[src/rtl/seg_disp_pkg.sv]
// Shared definitions for the 7-segment display blocks: segment width,
// common glyph patterns (active-high, bit order gfedcba) and a helper
// that extracts one digit's pattern from a packed multi-digit vector.
package seg_disp_pkg;

    localparam int SEG_W      = 7;
    localparam int MAX_DIGITS = 8;

    typedef logic [SEG_W-1:0] seg_t;

    localparam seg_t SEG_BLANK  = 7'h00;

    localparam seg_t GLYPH_0    = 7'h3F;
    localparam seg_t GLYPH_1    = 7'h06;
    localparam seg_t GLYPH_2    = 7'h5B;
    localparam seg_t GLYPH_3    = 7'h4F;
    localparam seg_t GLYPH_4    = 7'h66;
    localparam seg_t GLYPH_5    = 7'h6D;
    localparam seg_t GLYPH_6    = 7'h7D;
    localparam seg_t GLYPH_7    = 7'h07;
    localparam seg_t GLYPH_8    = 7'h7F;
    localparam seg_t GLYPH_9    = 7'h6F;
    localparam seg_t GLYPH_H    = 7'h76;
    localparam seg_t GLYPH_O    = 7'h3F;
    localparam seg_t GLYPH_L    = 7'h38;
    localparam seg_t GLYPH_A    = 7'h77;
    localparam seg_t GLYPH_DASH = 7'h40;

    // Callers zero-extend their digit vector to MAX_DIGITS digits so one
    // function serves every bank width; k must be below MAX_DIGITS.
    function automatic seg_t digit_slice(input logic [SEG_W*MAX_DIGITS-1:0] vec,
                                         input int k);
        return vec[SEG_W*k +: SEG_W];
    endfunction

endpackage

[src/rtl/clk_en_divider.sv]
// Clock-enable divider: counts 0..DIV-1 in the clk domain and raises a
// one-cycle tick on the terminal count. hold parks the count at zero.
module clk_en_divider #(
    parameter int DIV = 1350,
    localparam int CNT_W = (DIV > 1) ? $clog2(DIV) : 1
) (
    input  logic             clk,
    input  logic             rst_n,
    input  logic             hold,
    output logic             tick,
    output logic [CNT_W-1:0] count
);

    localparam logic [CNT_W-1:0] LAST = CNT_W'(DIV - 1);

    // Wrapping counter, parked at zero while held
    always_ff @(posedge clk or negedge rst_n) begin
        if (!rst_n) begin
            count <= '0;
        end else if (hold || count == LAST) begin
            count <= '0;
        end else begin
            count <= count + 1'b1;
        end
    end

    assign tick = !hold && (count == LAST);

endmodule

[src/rtl/seg_scan_mux.sv]
// Time-multiplexed common-anode 7-segment driver. Scans N_DIGITS digits
// leftmost first, one CLK_DIV-cycle slot each with DEAD_CYC dark cycles at
// the slot start. Display data is double-buffered and only swapped at the
// frame boundary, so a frame never mixes old and new digits.
module seg_scan_mux
    import seg_disp_pkg::*;
#(
    parameter int N_DIGITS     = 4,
    parameter int CLK_DIV      = 1350,
    parameter int DEAD_CYC     = 2,
    parameter int BRIGHT_W     = 4,
    parameter int BLINK_FRAMES = 64
) (
    input  logic                      clk,
    input  logic                      rst_n,
    input  logic                      enable,
    input  logic [SEG_W*N_DIGITS-1:0] digits_in,
    input  logic                      load,
    input  logic [N_DIGITS-1:0]       blank_mask,
    input  logic [N_DIGITS-1:0]       blink_mask,
    input  logic [BRIGHT_W-1:0]       brightness,
    output logic [SEG_W-1:0]          seg_out,
    output logic [N_DIGITS-1:0]       an_out,
    output logic                      frame_done
);

    localparam int IDX_W = $clog2(N_DIGITS);
    localparam int DIV_W = (CLK_DIV > 1) ? $clog2(CLK_DIV) : 1;
    localparam int BLK_W = (BLINK_FRAMES > 1) ? $clog2(BLINK_FRAMES) : 1;

    localparam logic [IDX_W-1:0] IDX_LAST   = IDX_W'(N_DIGITS - 1);
    localparam logic [DIV_W-1:0] DEAD_END   = DIV_W'(DEAD_CYC);
    localparam logic [BLK_W-1:0] BLINK_LAST = BLK_W'(BLINK_FRAMES - 1);

    logic                            tick;
    logic [DIV_W-1:0]                div_cnt;
    logic [IDX_W-1:0]                idx;
    logic [BRIGHT_W-1:0]             pwm_cnt;
    logic [SEG_W*N_DIGITS-1:0]       pending;
    logic [SEG_W*N_DIGITS-1:0]       active;
    logic [BLK_W-1:0]                blink_cnt;
    logic                            blink_phase;
    logic                            boundary;
    logic                            pwm_on;
    logic                            lit;
    logic [SEG_W*MAX_DIGITS-1:0]     active_ext;
    logic [N_DIGITS-1:0]             an_next;
    logic [SEG_W-1:0]                seg_next;

    clk_en_divider #(
        .DIV (CLK_DIV)
    ) u_slot_div (
        .clk   (clk),
        .rst_n (rst_n),
        .hold  (!enable),
        .tick  (tick),
        .count (div_cnt)
    );

    assign boundary = enable && tick && (idx == '0);

    // Digit index walks leftmost to rightmost; parked on the leftmost while disabled
    always_ff @(posedge clk or negedge rst_n) begin
        if (!rst_n) begin
            idx <= IDX_LAST;
        end else if (!enable) begin
            idx <= IDX_LAST;
        end else if (tick) begin
            idx <= (idx == '0) ? IDX_LAST : idx - 1'b1;
        end
    end

    // Double buffer: loads land in pending, active swaps only at the frame boundary
    always_ff @(posedge clk or negedge rst_n) begin
        if (!rst_n) begin
            pending <= '0;
            active  <= '0;
        end else begin
            if (load) begin
                pending <= digits_in;
            end
            if (boundary) begin
                active <= load ? digits_in : pending;
            end
        end
    end

    // Blink phase flips every BLINK_FRAMES frame boundaries
    always_ff @(posedge clk or negedge rst_n) begin
        if (!rst_n) begin
            blink_cnt   <= '0;
            blink_phase <= 1'b0;
        end else if (!enable) begin
            blink_cnt   <= '0;
            blink_phase <= 1'b0;
        end else if (boundary) begin
            if (blink_cnt == BLINK_LAST) begin
                blink_cnt   <= '0;
                blink_phase <= !blink_phase;
            end else begin
                blink_cnt <= blink_cnt + 1'b1;
            end
        end
    end

    // Free-running PWM phase counter for brightness
    always_ff @(posedge clk or negedge rst_n) begin
        if (!rst_n) begin
            pwm_cnt <= '0;
        end else begin
            pwm_cnt <= pwm_cnt + 1'b1;
        end
    end

    // Decide whether the current digit is lit and what the pins should show next
    always_comb begin
        active_ext                      = '0;
        active_ext[SEG_W*N_DIGITS-1:0]  = active;
        pwm_on   = (&brightness) || (pwm_cnt < brightness);
        lit      = enable && (div_cnt >= DEAD_END) && pwm_on &&
                   !blank_mask[idx] && !(blink_mask[idx] && blink_phase);
        an_next  = '1;
        seg_next = SEG_BLANK;
        if (lit) begin
            an_next[idx] = 1'b0;
            seg_next     = digit_slice(active_ext, int'(idx));
        end
    end

    // Registered pin drive and frame strobe
    always_ff @(posedge clk or negedge rst_n) begin
        if (!rst_n) begin
            an_out     <= '1;
            seg_out    <= SEG_BLANK;
            frame_done <= 1'b0;
        end else begin
            an_out     <= an_next;
            seg_out    <= seg_next;
            frame_done <= boundary;
        end
    end

endmodule

[config.mk]
export PLATFORM = sky130hd
export DESIGN_NAME = seg_scan_mux
export DESIGN_NICKNAME = d
export VERILOG_FILES = /design/src/rtl/seg_disp_pkg.sv /design/src/rtl/clk_en_divider.sv /design/src/rtl/seg_scan_mux.sv
export SDC_FILE = /design/constraint.sdc
export NUM_CORES = 1
export LEC_CHECK = 0
export ABC_AREA = 0
export CORE_MARGIN = 3
export CORE_UTILIZATION = 30
export CTS_CLUSTER_DIAMETER = 30
export DETAILED_ROUTE_END_ITERATION = 10
export PLACE_DENSITY = 0.49
export SYNTH_ARGS = -nofsm -noshare
export SYNTH_HDL_FRONTEND = slang
export SYNTH_HIERARCHICAL = 1
export SYNTH_SLANG_ARGS = --single-unit
[constraint.sdc]
create_clock -name clk -period 3 [get_ports clk]
set_input_delay 0.75 -clock clk [delete_from_list [all_inputs] [get_ports clk]]
set_output_delay 0.75 -clock clk [all_outputs]
set_load 0.005 [all_outputs]
Word level (Yosys, flattened, before mapping)
Cells that the tools add are included.

Register bits after elaboration: 92. Bits of input ports: 44. Output and inout bits: 12. Logic and storage cells: 63.

Add/subtract/negate cells: 4. Multipliers: 1. $lt $le $gt $ge: 4. Eq/ne operators: 5. Shift-type cells: 1. Mux-type cells: 19. Bitwise gates (word level): 1. Reductions and logical operators: 18.

Operators with widths (number): 56-bit by 6-bit variable part select with 7-bit output (1); 28-bit two-way mux (1); 6-bit two-way mux (3); 11-bit by 1-bit adder with 11-bit output, second input constant (1); 11-bit == test, second input constant (1); 11-bit by 2-bit >= comparator with 1-bit output, second input constant (1); 11-bit two-way mux (1); 1-bit logical AND (9); 7-bit two-way mux (1); 6-bit by 1-bit adder with 6-bit output, second input constant (1); 6-bit == test, second input constant (1); 1-bit two-way mux (6); 2-bit two-way mux (3); 2-bit by 1-bit inequality test with 1-bit output, second input constant (3); 3-bit by 2-bit multiplier with 5-bit output, first input constant (1); 4-bit by 1-bit adder with 4-bit output, second input constant (1); 1-bit binary-select mux with 2-bit select (2); 1-bit logical NOT (4); 4-bit less-than comparator (1); 4-bit two-way mux (1); 4-bit NOT (1); 4-bit AND reduction (1); 2-bit by 3-bit less-than comparator with 1-bit output, second input constant (1); 1-bit demux with 2-bit select (1); other kinds (5) (6).

Logic depth before layout (Yosys ltp)
Gate-level depths: netlist of the first run.

Depth in word-level cells: 6. Depth in mapped cells: 10. Mapped depth without buffers: 9.

Modules after synthesis
The synthesis of the first run kept the hierarchy.

By module, submodules not included: seg_scan_mux (instances 1, cells an instance 237, area each 3414.5 um2, sequential area each 2034.5 um2); clk_en_divider (instances 1, cells an instance 55, area each 563.0 um2, sequential area each 275.3 um2).

Worst setup path after synthesis of the first run
OpenSTA, ideal clock, no wires.

Path kind: reg2reg. From: register u_slot_div.count[1]. To: register active[11]. Setup time: 0.127 ns. Data arrival time: 2.033 ns. Required time: 2.873 ns. Path slack: 0.840 ns. Stages on the path, launching flop included: 9. Path buffers: 1. Period minus slack after synthesis: 2.160 ns. Cell sequence: dfrtp_1 > inv_1 > ha_1 > nor4bb_1 > nand4_1 > nor2_1 > nand3_1 > buf_1 > mux2_1.

Longest elaborated chain between the ends: 4.

RTL lines: start: declaration (RTL line clk_en_divider.sv:11) `output logic [CNT_W-1:0] count`; start signal: assignment (RTL line clk_en_divider.sv:23) `count <= count + 1'b1;`; 11-bit == test (RTL line clk_en_divider.sv:27) `assign tick = !hold && (count == LAST);`; 1-bit logical AND (RTL line clk_en_divider.sv:27); net tick (RTL line seg_scan_mux.sv:35) `logic tick;`; 1-bit logical AND (2 in a row) (RTL line seg_scan_mux.sv:60) `assign boundary = enable && tick && (idx == '0);`; end signal: assignment (RTL line seg_scan_mux.sv:83) `active <= load ? digits_in : pending;`; end: declaration (RTL line seg_scan_mux.sv:40) `logic [SEG_W*N_DIGITS-1:0] active;`.

The timed path passes the listed nets, and every way through them passes these cells. A chain may end at the register's enable or synchronous reset.

Worst setup path in the final report of the first run
From: register idx[0]. To: register active[8].

Longest elaborated chain between the ends: 2.

RTL lines: start: declaration (RTL line seg_scan_mux.sv:37) `logic [IDX_W-1:0] idx;`; start signal: assignment (RTL line seg_scan_mux.sv:69) `idx <= (idx == '0) ? IDX_LAST : idx - 1'b1;`; 2-bit logical NOT (RTL line seg_scan_mux.sv:60); 1-bit logical AND (RTL line seg_scan_mux.sv:60).

Every way passes these cells.

==> metrics.md, run 1 <==
| Metric | Value |
|---|---|
| Worst-case reg-to-reg path depth | 5 |
| Final hold vios | 0 |
| Post_cts resized | 0 |
| Mapped Area | just under 4000 um^2 |
| Cell taking the most area after synthesis | dfrtp_1 |
| Syn_nets | 347 |
| Top cell type's share of synthesized area | 54.11% |
| Most numerous cell in the Yosys netlist | dfrtp_1 |
| Post-CTS Hold Buffers | 0 |
| Core ar. | 12770 um^2 |
| Slew Viols, Final | 0 |
| Vias in the first global route | between 2000 and 3000 |
| Arr. time, crit path | about 2.5 ns |
| Non-filler cells, final | 534 |
| Pre-antenna DRT Iters | 6 |
| Syn. warnings | 6 |
| Avg Inst Size Synth | 13.62 um^2 |
| Final wirelength | 7.857 mm |
| Clock sink count | 92 |
| Initial core utilization | about 31% |
| Die H | between 100 and 150 um |
| Die area | 14680 um^2 |
| # fillers | 1218 |
| FF+latch count, synth | just over 90 |
| Peak supply drop | 239.7 uV |
| Initial antenna violation count | 0 |
| MaxCap Viol Count | 0 |
| Class of the worst hold path | input port to asynchronous set/reset pin |
| Worst Tran Pin Value | around 0.47 ns |
| Ys async rst share | 100.0% |
| H-tree levels | 3 |
| Startpoint Class | flip-flop |
| RSZ-0062 raised after global routing | no |
| Crit path setup slack, layout | between 0.7 and 0.8 ns |
| Fmax | 448.4 MHz |
| Gate Count Post-Synth | 292 |
| Ports | 56 |
| Buffer count from post-CTS setup fixing | 0 |
| FF+latch area | 2310 um^2 |
| Die X | 121.1 um |
| Area occupied by multi-input gates | 1570 um^2 |
| TritonCTS clock tree | yes |
| Crit path launch | idx[0] |
| Ys flop type | dfrtp_1 |
| Crit-path max cell delay | 0.83 ns |
| Antenna cells | 0 |
| Num rows | 41 |
| Worst setup path class | flip-flop to flip-flop |
| End of the worst register-to-register path | active[8] |
| CTS max path bufs | 2 |
| Post-route ant nets | 0 |
| Pleak | 2.303 nW |
| # setup viols final | 0 |
| CP Max Fanout | 32 |
| Worst path bufs/invs | 2 |
| Setup WS pre-CTS | 0.5456 ns |
| Slew HR | 68.70% |
| Via density | 4.601 |
| Overall Power | around 2.6 mW |
| Worst setup EP type | flip-flop |
| Share of cells above drive strength 1 | between 10% and 20% |
| Dominant cells by area after synthesis | dfrtp_1 (54%), mux2_1 (14%), dfstp_2 (4.0%) |
| Clk_skew | between 0.005 and 0.006 ns |
| Final Cycle Share | 74.34% |
| Clock transition at path regs | 0.07 ns |
| Global Route Usage Sum | a little under an eighth |
| Total Negative Setup Slacks | 0 ns |
| Tmin final | 2.230 ns |
| GP Congestion | 0.7524 |
| Remaining global-route overflow | 0 |
| IO Port Bufs | 55 |
| Seq/Total Area, Yosys | 58.07% |
| Critical Path Sink | active[8] |
| WP depth | 5 |
| Power density over the cells | 519.1 nW/um^2 |
| Required @ worst endpoint | 3.23 ns |
| CP max-delay cell | dfstp_2 |
| Clock root buffer | clkbuf_16 |
| Routed vias | approximately 2500 |
| # nets final | 412 |
| Post-DP HPWL | 5.404 mm |
| Area delta synth->final | 27.52% |
| Pin count of the biggest net entering global routing | 41 |
| Global-route wire length before repair | 13.48 mm |
| Cell family with most CP delay | flip-flops |
| Initial DRC Count | around 110 |
| Flop2flop setup slack | 0.77 ns |
| Synth cell count leaders | dfrtp_1 (86), mux2_1 (50), nor2_1 (14), nand3_1 (13), a21oi_1 (12) |
| Post-Place Cells | 518 |
| DRC violations left | 0 |
| Worst-Skew Late Latency | between 0.3 and 0.4 ns |
| Worst path cell trace | inv_2, ha_1, nand3_1, buf_4, mux2_2 |
| Total clock buffers created by CTS | 9 |
| WL/cell | around 15 um |
| Post-synth EDFFs | 0 |
| Outcome | finished, final reports clean |
| Post-synth cell types | 37 |
| RR Startpoint | idx[0] |
==> layout by cell type (no fill, tap or decap), types with 2 or more instances in the layout <==
cell type and count:
nand4_1 4, xnor2_1 5, o21ai_1 5, a211oi_1 4
inv_2 2, dfstp_2 6, a21oi_1 12, xor2_1 4
inv_6 2, dfrtp_1 86, inv_1 7, or3_1 3
o21ai_0 4, clkdlybuf4s50_1 54, mux2_1 50, ha_1 11
nor2_1 14, or4_1 4, mux4_2 7, o31ai_1 3
buf_4 10, mux2_2 6, nand2_1 11, nand3_2 2
nand3_1 13, clkbuf_16 9, and3_1 8
==> cell families (layout without fill, tap and decap cells) <==
| kind of cell | after synthesis | count (layout) | share of synthesized area (%) |
|---|---|---|---|
| buffers and inverters | 20 | 90 | 2.454 |
| xor gates and xnor gates | 9 | 9 | 1.982 |
| muxes | 63 | 63 | 19.82 |
| and+or+nand+nor | 66 | 66 | 9.437 |
| AOI/OAI and AO/OA | 31 | 31 | 4.781 |
| DFF | 92 | 92 | 58.07 |
| adders and majority gates | 11 | 11 | 3.460 |
==> per-stage QoR <==
step | hold WS, ns | utilization, % | instance area [um^2]
6_report | 0.3413 | 39.71 | 5072
3_5_place_dp | 0.4683 | 37.30 | 4765
2_1_floorplan | 0.4438 | - | 3978
3_3_place_gp | 0.4610 | 37.30 | 4765
5_1_grt | 0.3622 | 39.71 | 5072
4_1_cts | 0.3510 | 39.71 | 5072
==> layer usage <==
layer / global-route usage, % / vias to the layer above / wire (um) / share of wire [%]
met5: 0 / - / 0 / 0
met4: 4.412 / 0 / 113 / 1.4
met3: 3.357 / 9 / 343 / 4.4
met2: 17.33 / 37 / 3539 / 45
met1: 16.60 / 1222 / 3860 / 49
li1: - / 1189 / - / -
==> power by group <==
group          internal [mW]  switching [mW]  leakage, nW
clock network          0.675           0.493        0.149
registers               1.28          0.0115         1.19
logic                 0.0930          0.0798        0.959
total                   2.05           0.584         2.30
==> how the worst min path moves through the flow <==
stage / slack [ns] / from / to / cells after the start
after detailed placement: 0.47 / pending[3] / pending[3] / 1
after floorplan: 0.44 / pwm_cnt[0] / pwm_cnt[0] / 1
after global routing: 0.36 / rst_n / pending[20] / 1
after CTS: 0.35 / rst_n / pending[20] / 1
after global placement: 0.46 / pending[14] / pending[14] / 1
final: 0.34 / rst_n / active[6] / 1
==> cell type report <==
type | count | share of cell area, %
tap | 172 | 4.243
clock inverter | 6 | 1.357
multi-input combinational | 180 | 30.96
clock buffer | 10 | 4.711
sequential | 92 | 45.54
timing repair buffer | 65 | 12.53
inverter | 9 | 0.6660
==> flip-flops by register name (all words and copies together) (netlist names) <==
signal / count
pending: 28
blink_cnt: 6
active: 28
pwm_cnt: 4
frame_done: 1
blink_phase: 1
seg_out: 7
idx: 2
u_slot_div/count: 11
an_out: 4
Power figures use the tool's default switching activity.
==> inputs of run 2 (changes only) <==
clock period = 2.2 ns   (was 3 ns; I/O delays follow)
==> run 2 against run 1 <==
Net effect: clock power increased by 31%; clock skew increased by 0.0026 ns; largest cell class unchanged; via count increased by 3.8%; critical endpoint is now active[21]; core utilization increased by 1.8 points; critical path type unchanged.
==> metrics.md, run 2 (synthesized netlist as in run 1, its figures left out) <==
| Metric | Value |
|---|---|
| DRC violations left | 0 (unchanged) |
| MaxCap Viol Count | 0 (unchanged) |
| Final Cycle Share | 95.15% (was 74.34%) |
| Cell internal pwr | 2.795 mW (was 2.049 mW) |
| Switching share of power | 21.34% (was 22.17%) |
| Power share of the clock group | 43.1% (was 44.3%) |
| Final hold vios | 0 (unchanged) |
| Total clock buffers created by CTS | 9 (unchanged) |
| RR Startpoint | u_slot_div/count[1] (was idx[0]) |
| Num rows | 41 (unchanged) |
| Clock sink count | 92 (unchanged) |
| Required @ worst endpoint | 2.42 ns (was 3.23 ns) |
| Tmin final | 2.093 ns (was 2.230 ns) |
| Core ar. | 12770 um^2 (unchanged) |
| CTS max path bufs | 2 (unchanged) |
| # nets final | 429 (was 412) |
| Post-CTS Hold Buffers | 0 (unchanged) |
| Most common cell after layout, fill and taps aside | dfrtp_1 (unchanged) |
| CP max-delay cell | dfrtp_1 (was dfstp_2) |
| Vias in the first global route | 2645 (was 2595) |
| Peak supply drop | 301.0 uV (was 239.7 uV) |
| Power density over the cells | 670.7 nW/um^2 (was 519.1 nW/um^2) |
| Pin count of the biggest net entering global routing | 40 (was 41) |
| H-tree levels | 3 (unchanged) |
| GP Congestion | 0.7539 (was 0.7524) |
| Cell family with most CP delay | simple AND/OR/NAND/NOR gates (was flip-flops) |
| Non-filler cells, final | 549 (was 534) |
| Initial antenna violation count | 0 (unchanged) |
| Die X | 121.1 um (unchanged) |
| Seq pwr share | 49.5% (was 49.1%) |
| Ports | 56 (unchanged) |
| RSZ-0062 raised after global routing | yes (was no) |
| Remaining global-route overflow | 0 (unchanged) |
| Arr. time, crit path | 2.31 ns (was 2.46 ns) |
| Initial DRC Count | 82 (was 109) |
| Post-Place Cells | 532 (was 518) |
| Pre-antenna DRT Iters | 4 (was 6) |
| Antenna cells | 0 (unchanged) |
| Post-DP HPWL | 5.781 mm (was 5.404 mm) |
| IO Port Bufs | 55 (unchanged) |
| Worst Tran Pin Value | 0.5295 ns (was 0.4695 ns) |
| TritonCTS clock tree | yes (unchanged) |
| Global-route wire length before repair | 13.74 mm (was 13.48 mm) |
| CP Max Fanout | 16 (was 32) |
| Hold_ws | 0.1942 ns (was 0.3413 ns) |
| Clock root buffer | clkbuf_16 (unchanged) |
| End of the worst register-to-register path | active[21] (was active[8]) |
| Worst setup EP type | flip-flop (unchanged) |
| Sw Pwr | 758.4 uW (was 583.9 uW) |
| Pleak | 2.410 nW (was 2.303 nW) |
| Die H | 121.1 um (unchanged) |
| Die area | 14680 um^2 (unchanged) |
| Slew HR | 64.70% (was 68.70%) |
| Via density | 4.645 (was 4.601) |
| Crit path setup slack, layout | 0.1068 ns (was 0.7697 ns) |
| # setup viols final | 0 (unchanged) |
| Overall Power | 3.553 mW (was 2.633 mW) |
| Share of cells above drive strength 1 | 20.16% (was 14.92%) |
| Outcome | finished, final reports clean (unchanged) |
| Commonest cells after routing, fill and taps aside | dfrtp_1 (86), clkdlybuf4s50_1 (54), mux2_1 (50) (unchanged) |
| Final wirelength | 8.434 mm (was 7.857 mm) |
| Worst setup path class | flip-flop to flip-flop (unchanged) |
| Startpoint Class | flip-flop (unchanged) |
| Setup WS pre-CTS | 0.05910 ns (was 0.5456 ns) |
| Slew Viols, Final | 0 (unchanged) |
| Class of the worst hold path | input port to asynchronous set/reset pin (unchanged) |
| Crit-path max cell delay | 0.38 ns (was 0.83 ns) |
| Flop2flop setup slack | 0.11 ns (was 0.77 ns) |
| Clock transition at path regs | 0.06 ns (was 0.07 ns) |
| Clk_skew | 0.008315 ns (was 0.005670 ns) |
| Global Route Usage Sum | 11.97% (was 11.80%) |
| Combinational Power Share | 7.4% (was 6.6%) |
| Routed vias | 2550 (was 2457) |
| Regs by FF count | active x28, pending x28, u_slot_div/count x11 (unchanged) |
| WL/cell | 15.36 um (was 14.71 um) |
| Area delta synth->final | 33.19% (was 27.52%) |
| Worst path cell trace | inv_1, ha_2, nor4bb_4, buf_4, nand4_1, nor2_4, nand3_4, clkbuf_16, mux2_1 (was inv_2, ha_1, nand3_1, buf_4, mux2_2) |
| Worst path bufs/invs | 3 (was 2) |
| Initial core utilization | 31.14% (unchanged) |
| Fin util | 41.47% (was 39.71%) |
| Fmax | 477.7 MHz (was 448.4 MHz) |
| Worst-Skew Late Latency | 0.33 ns (was 0.34 ns) |
| Worst-case reg-to-reg path depth | 9 (was 5) |
| Post-route ant nets | 0 (unchanged) |
-- run 2: worst max-delay path by stage --
stage,from,endpoint,cells past startpoint
after floorplan,u_slot_div/count[1],active[11],8
after global placement,brightness[1],seg_out[2],8
after detailed placement,brightness[1],seg_out[5],8
after CTS,u_slot_div/count[1],blink_cnt[4],11
after global routing,u_slot_div/count[1],active[21],9
final,u_slot_div/count[1],active[21],9
-- run 2: routing by layer --
metal | share of wire, % | track usage [%] | vias up | wire (um)
li1 | - | - | 1218 | -
met1 | 50 | 17.25 | 1290 | 4224
met2 | 46 | 17.58 | 34 | 3857
met3 | 2.8 | 2.005 | 8 | 240
met4 | 1.3 | 5.672 | 0 | 112
met5 | 0 | 0 | - | 0
-- run 2: per-stage QoR --
step | TNS [ns] | cell area [um^2]
floorplan | 0 | 3978
global placement | 0 | 4907
detailed placement | 0 | 4907
CTS | 0 | 5197
global route | -0.01188 | 5298
finish | 0 | 5298
-- run 2: layout make-up --
type	instances	area (um^2)
clock inverter	3	47.55
tap	172	215.2
inverter	9	33.78
clock buffer	11	242.7
fill	1185	7476
sequential	92	2310
multi-input combinational	180	1627
timing repair buffer	82	822.0
-- run 2: what timing repair did --
action | in CTS | in global routing
resized for setup | 0 | 12
setup endpoints to repair | 0 | 32
buffers inserted | 0 | 2
-- run 2: power by group through the flow --
stage	Combinational (mW)	Clock [mW]	Sequential, mW
after floorplan	0.0937	0	1.79
after global placement	0.264	0	1.79
after detailed placement	0.266	0	1.79
after CTS	0.268	1.58	1.76
after global routing	0.294	1.64	1.76
final	0.263	1.53	1.76
==> inputs of run 3 (changes only) <==
GPL_ROUTABILITY_DRIVEN = 1   (was not set)
SKIP_LAST_GASP = 1   (was not set)
==> run 3 against run 2 <==
Net effect: clock skew barely moved; power hardly changed; die area did not move; routed wire length up 0.17%; non-clock buffer count did not move; hold slack got worse by 0.00065 ns.
==> metrics.md, run 3 (synthesized netlist as in run 1, its figures left out) <==
| Metric | Value |
|---|---|
| Outcome | finished, final reports clean (unchanged) |
| Worst setup EP type | flip-flop (unchanged) |
| Worst-Skew Late Latency | 0.34 ns (was 0.33 ns) |
| Post-CTS Hold Buffers | 0 (unchanged) |
| Initial antenna violation count | 0 (unchanged) |
| Clock transition at path regs | 0.06 ns (about the same) |
| Fmax | 481.4 MHz (was 477.7 MHz) |
| Slew HR | 64.67% (was 64.70%) |
| Post-route ant nets | 0 (unchanged) |
| Crit path setup slack, layout | 0.1227 ns (was 0.1068 ns) |
| Area occupied by multi-input gates | 1624 um^2 (was 1627 um^2) |
| Core ar. | 12770 um^2 (unchanged) |
| Share of cells above drive strength 1 | 19.89% (was 20.16%) |
| Global Route Usage Sum | 11.97% (unchanged) |
| Num rows | 41 (unchanged) |
| Die X | 121.1 um (unchanged) |
| Clock root buffer | clkbuf_16 (unchanged) |
| Slew Viols, Final | 0 (unchanged) |
| Ports | 56 (unchanged) |
| Final Cycle Share | 94.42% (was 95.15%) |
| Power density over the cells | 671.7 nW/um^2 (was 670.7 nW/um^2) |
| Pleak | 2.411 nW (was 2.410 nW) |
| Arr. time, crit path | 2.29 ns (was 2.31 ns) |
| Die H | 121.1 um (unchanged) |
| Worst setup path class | flip-flop to flip-flop (unchanged) |
| Fin util | 41.45% (was 41.47%) |
| Final wirelength | 8.448 mm (was 8.434 mm) |
| DRC violations left | 0 (unchanged) |
| Total clock buffers created by CTS | 9 (unchanged) |
| Placed cell areas | 4907 um^2 (unchanged) |
| Die area | 14680 um^2 (unchanged) |
| Clock sink count | 92 (unchanged) |
| Initial DRC Count | 85 (was 82) |
| Remaining global-route overflow | 0 (unchanged) |
| CP max-delay cell | dfrtp_1 (unchanged) |
| Finished Cell Area | 5295 um^2 (was 5298 um^2) |
| # fillers | 1186 (was 1185) |
| Required @ worst endpoint | 2.42 ns (about the same) |
| Regs by FF count | active x28, pending x28, u_slot_div/count x11 (unchanged) |
| Final hold vios | 0 (unchanged) |
| Commonest cells after routing, fill and taps aside | dfrtp_1 (86), clkdlybuf4s50_1 (54), mux2_1 (50) (unchanged) |
| Most common cell after layout, fill and taps aside | dfrtp_1 (unchanged) |
| Worst path cell trace | inv_1, ha_1, nor4bb_4, buf_4, nand4_1, nor2_4, nand3_4, clkbuf_16, mux2_1 (was inv_1, ha_2, nor4bb_4, buf_4, nand4_1, nor2_4, nand3_4, clkbuf_16, mux2_1) |
| Antenna cells | 0 (unchanged) |
| Initial core utilization | 31.14% (unchanged) |
| # setup viols final | 0 (unchanged) |
| Worst Tran Pin Value | 0.5299 ns (was 0.5295 ns) |
| Pin count of the biggest net entering global routing | 40 (unchanged) |
| # nets final | 429 (unchanged) |
| Post-DP HPWL | 5.781 mm (unchanged) |
| Startpoint Class | flip-flop (unchanged) |
| Peak supply drop | 301.0 uV (about the same) |
| Routed vias | 2552 (was 2550) |
| FF+latch area | 2310 um^2 (unchanged) |
| Global-route wire length before repair | 13.74 mm (unchanged) |
| Crit-path max cell delay | 0.38 ns (about the same) |
| Pre-antenna DRT Iters | 4 (unchanged) |
| MaxCap Viol Count | 0 (unchanged) |
| IO Port Bufs | 55 (unchanged) |
| WL/cell | 15.39 um (was 15.36 um) |
| Vias in the first global route | 2645 (unchanged) |
| Tmin final | 2.077 ns (was 2.093 ns) |
| RSZ-0062 raised after global routing | yes (unchanged) |
| H-tree levels | 3 (unchanged) |
| GP Congestion | 0.7539 (unchanged) |
| CTS max path bufs | 2 (unchanged) |
| CP Max Fanout | 16 (unchanged) |
| Via density | 4.648 (was 4.645) |
| Total Negative Setup Slacks | 0 ns (unchanged) |
| Area delta synth->final | 33.12% (was 33.19%) |
| Clk_skew | 0.008313 ns (was 0.008315 ns) |
| Setup WS pre-CTS | 0.05910 ns (unchanged) |
| TritonCTS clock tree | yes (unchanged) |
| Class of the worst hold path | input port to asynchronous set/reset pin (unchanged) |
==> run 3: changes by cell type in the layout (fill, tap and decap cells not counted) <==
cell  delta
ha_2     -1
ha_1     +1
==> run 3: path summary, 6_finish.rpt <==
kind / to / cells after the start / slack (ns) / start
max: active[21] / 9 / 0.12 / u_slot_div/count[1]
min: seg_out[6] / 1 / 0.19 / rst_n
max reg2reg: active[21] / 9 / 0.12 / u_slot_div/count[1]
min reg2reg: pending[11] / 1 / 0.48 / pending[11]
max in group asynchronous: an_out[1] / 2 / 1.37 / rst_n
min in group clk: pending[11] / 1 / 0.48 / pending[11]
==> run 3: final cells by class <==
type | count | area share, %
Sequential cell | 92 | 43.62
Clock inverter | 3 | 0.8979
Clock buffer | 11 | 4.584
Inverter | 9 | 0.6380
Timing Repair Buffer | 82 | 15.52
Tap cell | 172 | 4.064
Multi-Input combinational cell | 180 | 30.67
==> run 3: report_power, final <==
group / switching (mW) / internal (mW) / total [mW]
registers: 0.0121 / 1.75 / 1.76
clock network: 0.628 / 0.906 / 1.53
logic: 0.122 / 0.141 / 0.262
total: 0.762 / 2.79 / 3.56
==> run 3: layer usage <==
metal	global-route usage, %	vias to the layer above	routed length, um
met5	0	-	0
met4	5.672	0	117
met3	2.005	9	262
met2	17.58	38	3827
met1	17.25	1286	4241
li1	-	1219	-
==> run 3: what timing repair did <==
item | 4_1_cts | 5_1_grt
gates resized for setup | 0 | 11
setup buffers | 0 | 2
setup endpoints to repair | 0 | 32
==> run 3: critical path: cells and delay by family (launching register included) <==
kind / cells / cell delay, ns
simple gates: 4 / 0.69
fa+ha+maj: 1 / 0.14
flops: 1 / 0.38
buf+inv: 3 / 0.43
mux: 1 / 0.32
==> run 3: per-stage QoR <==
stage	instances	power, mW	hold slack, ns
after global placement	532	2.055	0.4618
after global routing	549	3.700	0.2318
after CTS	546	3.607	0.2183
after floorplan	292	1.885	0.2544
final	549	3.557	0.1936
after detailed placement	532	2.059	0.4658
